$ cat config.mk
export PLATFORM = sky130hd
export DESIGN_NAME = fifo_rd_stream
export DESIGN_NICKNAME = d
export VERILOG_FILES = /design/src/rtl/fifo_rd_stream_pkg.sv /design/src/rtl/fifo_rd_skid_buf.sv /design/src/rtl/fifo_rd_stream.sv
export SDC_FILE = /design/constraint.sdc
export NUM_CORES = 1
export LEC_CHECK = 0
export CAP_MARGIN = 20
export CORE_AREA = 2 2 62 52
export DETAILED_ROUTE_END_ITERATION = 8
export DIE_AREA = 0 0 64 54
export PLACE_DENSITY = 0.82
export SLEW_MARGIN = 10
export SYNTH_ARGS = -nofsm -noshare
export SYNTH_HDL_FRONTEND = slang
export SYNTH_SLANG_ARGS = --single-unit
$ cat constraint.sdc
create_clock -name rd_clk -period 4.05 [get_ports rd_clk]
set_input_delay 0.81 -clock rd_clk [delete_from_list [all_inputs] [get_ports rd_clk]]
set_output_delay 0.81 -clock rd_clk [all_outputs]
set_load 0.05 [all_outputs]
$ cat src/rtl/fifo_rd_stream_pkg.sv
// Shared constants and types for the FIFO read-port to valid/ready stream adapter.
package fifo_rd_stream_pkg;

  localparam int BUF_DEPTH = 3;

  typedef logic [1:0] occ_t;
  typedef logic [1:0] ptr_t;

  localparam ptr_t LAST_PTR = ptr_t'(BUF_DEPTH - 1);
  localparam occ_t OCC_FULL = occ_t'(BUF_DEPTH);

  // Pointers walk 0,1,2,0,... and never hold 3.
  function automatic ptr_t ptr_inc(input ptr_t p);
    ptr_inc = (p == LAST_PTR) ? 2'd0 : p + 2'd1;
  endfunction

endpackage

$ cat src/rtl/fifo_rd_skid_buf.sv
// Three-entry register buffer with wrapping read/write pointers; head word is
// presented combinationally from registered state.
module fifo_rd_skid_buf
  import fifo_rd_stream_pkg::*;
#(
  parameter int WIDTH = 8
) (
  input  logic             clk_i,
  input  logic             rst_i,
  input  logic             wr_en_i,
  input  logic [WIDTH-1:0] wr_data_i,
  input  logic             rd_en_i,
  output logic [WIDTH-1:0] rd_data_o,
  output logic             valid_o,
  output occ_t             occupancy_o
);

  logic [WIDTH-1:0] mem_q [BUF_DEPTH];
  ptr_t             wr_ptr_q;
  ptr_t             wr_ptr_d;
  ptr_t             rd_ptr_q;
  ptr_t             rd_ptr_d;
  occ_t             occ_q;
  occ_t             occ_d;
  logic             rd_fire;
  logic             wr_fire;

  // Next-state for pointers and occupancy; a full buffer only accepts a word
  // when the head leaves in the same cycle.
  always_comb begin
    rd_fire  = rd_en_i && (occ_q != 2'd0);
    wr_fire  = wr_en_i && ((occ_q != OCC_FULL) || rd_fire);
    wr_ptr_d = wr_ptr_q;
    rd_ptr_d = rd_ptr_q;
    occ_d    = occ_q;
    if (wr_fire) begin
      wr_ptr_d = ptr_inc(wr_ptr_q);
    end else begin
      wr_ptr_d = wr_ptr_q;
    end
    if (rd_fire) begin
      rd_ptr_d = ptr_inc(rd_ptr_q);
    end else begin
      rd_ptr_d = rd_ptr_q;
    end
    case ({wr_fire, rd_fire})
      2'b10:   occ_d = occ_q + 2'd1;
      2'b01:   occ_d = occ_q - 2'd1;
      default: occ_d = occ_q;
    endcase
  end

  // Storage and bookkeeping registers.
  always_ff @(posedge clk_i or posedge rst_i) begin
    if (rst_i) begin
      wr_ptr_q <= 2'd0;
      rd_ptr_q <= 2'd0;
      occ_q    <= 2'd0;
      for (int i = 0; i < BUF_DEPTH; i++) begin
        mem_q[i] <= {WIDTH{1'b0}};
      end
    end else begin
      wr_ptr_q <= wr_ptr_d;
      rd_ptr_q <= rd_ptr_d;
      occ_q    <= occ_d;
      if (wr_fire) begin
        mem_q[wr_ptr_q] <= wr_data_i;
      end
    end
  end

  assign valid_o     = (occ_q != 2'd0);
  assign rd_data_o   = valid_o ? mem_q[rd_ptr_q] : {WIDTH{1'b0}};
  assign occupancy_o = occ_q;

endmodule

$ cat src/rtl/fifo_rd_stream.sv
// Adapts a 1-cycle-latency FIFO read port to a valid/ready stream.
// Optional beat/stall counters are built when FIFO_RD_STREAM_STATS_EN is defined.
module fifo_rd_stream
  import fifo_rd_stream_pkg::*;
#(
  parameter int WIDTH = 8
) (
  input  logic             rd_clk,
  input  logic             rd_rst,
  input  logic             fifo_empty,
  input  logic [WIDTH-1:0] fifo_data_out,
  output logic             fifo_rd_en,
  output logic             m_valid,
  output logic [WIDTH-1:0] m_data,
  input  logic             m_ready,
  output logic [1:0]       occupancy
`ifdef FIFO_RD_STREAM_STATS_EN
  ,
  output logic [15:0]      beat_cnt,
  output logic [15:0]      stall_cnt
`endif
);

  logic       inflight_q;
  logic       inflight_d;
  logic [2:0] committed;
  logic       pop;
  occ_t       occ;

  // Issue a read only when buffered plus in-flight words leave room; m_ready
  // deliberately plays no part here.
  always_comb begin
    committed  = {1'b0, occ} + {2'b00, inflight_q};
    fifo_rd_en = !fifo_empty && !rd_rst && (committed < 3'(BUF_DEPTH));
    inflight_d = fifo_rd_en;
  end

  // Marks the cycle in which FIFO read data is valid.
  always_ff @(posedge rd_clk or posedge rd_rst) begin
    if (rd_rst) begin
      inflight_q <= 1'b0;
    end else begin
      inflight_q <= inflight_d;
    end
  end

  assign pop = m_valid && m_ready;

  fifo_rd_skid_buf #(
    .WIDTH (WIDTH)
  ) u_buf (
    .clk_i       (rd_clk),
    .rst_i       (rd_rst),
    .wr_en_i     (inflight_q),
    .wr_data_i   (fifo_data_out),
    .rd_en_i     (pop),
    .rd_data_o   (m_data),
    .valid_o     (m_valid),
    .occupancy_o (occ)
  );

  assign occupancy = occ;

`ifdef FIFO_RD_STREAM_STATS_EN
  logic [15:0] beat_q;
  logic [15:0] beat_d;
  logic [15:0] stall_q;
  logic [15:0] stall_d;

  // Counters wrap naturally at 16 bits.
  always_comb begin
    if (pop) begin
      beat_d = beat_q + 16'd1;
    end else begin
      beat_d = beat_q;
    end
    if (m_valid && !m_ready) begin
      stall_d = stall_q + 16'd1;
    end else begin
      stall_d = stall_q;
    end
  end

  // Statistics registers.
  always_ff @(posedge rd_clk or posedge rd_rst) begin
    if (rd_rst) begin
      beat_q  <= 16'd0;
      stall_q <= 16'd0;
    end else begin
      beat_q  <= beat_d;
      stall_q <= stall_d;
    end
  end

  assign beat_cnt  = beat_q;
  assign stall_cnt = stall_q;
`endif

endmodule

==> impl_metrics.toml <==
[critical_path]
slowest_delay_ps = 890
reg2reg_depth = 3
cpMostUsedCell = "ha_1"
cp.arrival_ps = 2710
cp.required_ps = 3240
path_cells = "ha_1 > ha_1 > a2111oi_1 > clkdlybuf4s50_1"
crit_fanout = 8
reg2reg_to = "u_buf.mem_q[14]$_DFFE_PP0P_"
r2r_start = "u_buf.occupancy_o[0]$_DFFE_PP0P_"
crit_type = "flip-flop to primary output"
crit_slowest_cell = "clkdlybuf4s50_1"
endpoint_kind = "primary output"
r2r_slack_ps = 2340
start_kind = "flip-flop"

[finish]
areaGrowthSynthToFinish_pct = 22.5
final_cell_mix = "31 x dfrtp_1, 24 x mux2_2, 23 x clkdlybuf4s50_1"
final_area_sq_um = 1830
final_common_cell = "dfrtp_1"
layout-drive-gt1-share_pct = 28.9
final_nets = 163
utilization_pct = 62.8
fillerInstances = 221
diodes = 0

[hold_path]
hp-class = "flip-flop to flip-flop"
hold_depth = 1
hp-start = "u_buf.mem_q[18]$_DFFE_PP0P_"
whs_endpoint = "u_buf.mem_q[18]$_DFFE_PP0P_"

[detailed_routing]
antenna_left = 0
vias = 983
routed_wl_mm = 2.84
wl_per_cell_um = 15.0
drt_pre_antenna_iters = 4
vias_per_cell = 5.20
drc_errors = 0
drt_iter0_markers = 43

[timing]
finalHoldViolCount = 0
slew_violations = 0
min_period_over_period_pct = 87.0
tns_ps = 0
rsz0062_at_grt = "no"
setup_viol = 0
fmax_mhz = 284
slew_headroom_pct = 50.3
worst_slack_ps = 525
worstMarginPinSlew_ps = 743
fin_crit_ps = 3520
skew_ps = 9.42

[global_route]
antenna_found_initial = 0
use_met1_pct = 24.8
globalRouteMet2Util_pct = 30.7
grt_max_degree = 19
met3_usage_pct = 4.39
grt_most_used_layer = "met2"
gr-total-overflow = 0
grt_use_total_pct = 19.2
grt_first_pass_wirelength_mm = 4.74
grt_pass1_vias = 965

[synth]
synth-edff-count = 0
syn_area_sq_um = 1490
synth_seq_area_share_pct = 52.1
async_flop_share_pct = 100
avgSynthCellArea_sq_um = 12.3
syn_nets = 136
syn_inst = 121
ys_ff_latch = 31
yosys_most_used_dff = "dfrtp_1"
ys_warn_count = 0
synth.distinct_cells = 25

[clock_network]
clk-insertion-delay-late_ps = 330
cts_buffer_depth = 2
postCtsSetupBuffers = 0
numClockSinks = 31
hold_buffers = 0
clock-root-buffer = "clkbuf_4"
cts_resized = 0
cts-buffers-inserted = 5
cts_tree = "yes"
clkTransAtPathRegs_ps = 100
htreeDepth = 2

[power_and_ir_drop]
internal-power_uw = 936
p_comb_share_pct = 54.4
swShare_pct = 44.7
switchingPower_uw = 755
p_leak_uw = 0.000774
peakVddDrop_mv = 0.593
power_frac_clock_pct = 10.1
seqPwrFrac_pct = 35.5
total_power_uw = 1690
power_density_nw_per_um2 = 926

[die]
core_region_area_sq_um = 2910
start_util_pct = 51.3
dieArea_sq_um = 3460
rows = 18
die_h_um = 54
pin_count = 24
dieWidth_um = 64

[placed_design]
dpl_cell_area_sq_um = 1780
pre_cts_ws_ps = 657
gp_congestion = 0.746
port_buffers = 23
dpl.hpwl_mm = 2.01

[run_status]
status = "completed"

[run]
cap_violations = 0
[logic make-up (layout without fill, tap and decap cells)]
kind of cell | after synthesis | after routing | share of synthesized area, %
DFF | 31 | 31 | 52.1
buffers and inverters | 7 | 35 | 2.35
muxes | 32 | 32 | 23.5
adders and majority gates | 3 | 3 | 2.52
AOI/OAI and AO/OA | 14 | 14 | 5.63
xor gates and xnor gates | 3 | 3 | 1.76
and+or+nand+nor | 31 | 31 | 12.2
[critical path, delay by kind of cell (launching register included)]
family	cells	cell delay (ps)
buffers and inverters	1	890
adder cells (fa/ha/maj)	2	520
AO/OA/AOI/OAI	1	490
flip-flops	1	480
[synth_stat cells, types with 2 or more instances]
master | n | area (sq um)
clkbuf_1 | 2 | 7.51
inv_1 | 3 | 11.3
or2_2 | 8 | 50.1
nor3_4 | 2 | 32.5
xnor2_1 | 2 | 17.5
nor2_1 | 3 | 11.3
nand2_1 | 12 | 45.0
o21ai_0 | 2 | 10.0
ha_1 | 3 | 37.5
a21oi_1 | 8 | 40.0
mux2i_1 | 8 | 80.1
dfrtp_1 | 31 | 776
a21o_1 | 2 | 15.0
mux2_2 | 24 | 270
[power by group through the flow]
| stage | Sequential, uW | Clock, uW | Combinational (uW) |
|---|---|---|---|
| floorplan | 578 | 0 | 690 |
| global placement | 590 | 0 | 900 |
| detailed placement | 607 | 0 | 925 |
| CTS | 599 | 173 | 930 |
| global route | 623 | 190 | 989 |
| finish | 601 | 170 | 921 |
[final cells by class]
cell class                      count  area [sq um]  share of cell area [%]
Clock buffer                        7          45.0                    2.47
Clock inverter                      1          5.00                   0.274
Inverter                            3          11.3                   0.617
Multi-Input combinational cell     83           681                    37.3
Sequential cell                    31           776                    42.5
Tap cell                           40          50.0                    2.74
Timing Repair Buffer               24           258                    14.1
[per-layer routing]
metal  vias up  share of wire [%]
li1        474                  -
met1       487                 47
met2        14                 49
met3         8                2.9
met4         0                1.8
met5         -                  0
[how the worst max path moves through the flow]
stage                                                 from  cells past startpoint         end  slack [ps]
after global placement                              rd_rst                      3  fifo_rd_en         740
after CTS                 u_buf.occupancy_o[0]$_DFFE_PP0P_                      4  fifo_rd_en         480
after floorplan           u_buf.occupancy_o[0]$_DFFE_PP0P_                      3  fifo_rd_en         240
after global routing      u_buf.occupancy_o[0]$_DFFE_PP0P_                      4  fifo_rd_en         390
final                     u_buf.occupancy_o[0]$_DFFE_PP0P_                      4  fifo_rd_en         530
after detailed placement                            rd_rst                      3  fifo_rd_en         660
[registers in the layout (all words and copies together), names as in the netlist]
signal and count:
inflight_q 1, u_buf.mem_q 24, u_buf.occupancy_o 2, u_buf.rd_ptr_q 2, u_buf.wr_ptr_q 2
[through the flow]
step,std cells,hold slack [ps]
floorplan,121,479
global placement,180,487
detailed placement,181,492
CTS,189,514
global route,189,536
finish,189,514
No activity file was read; power rests on OpenSTA's default activity.
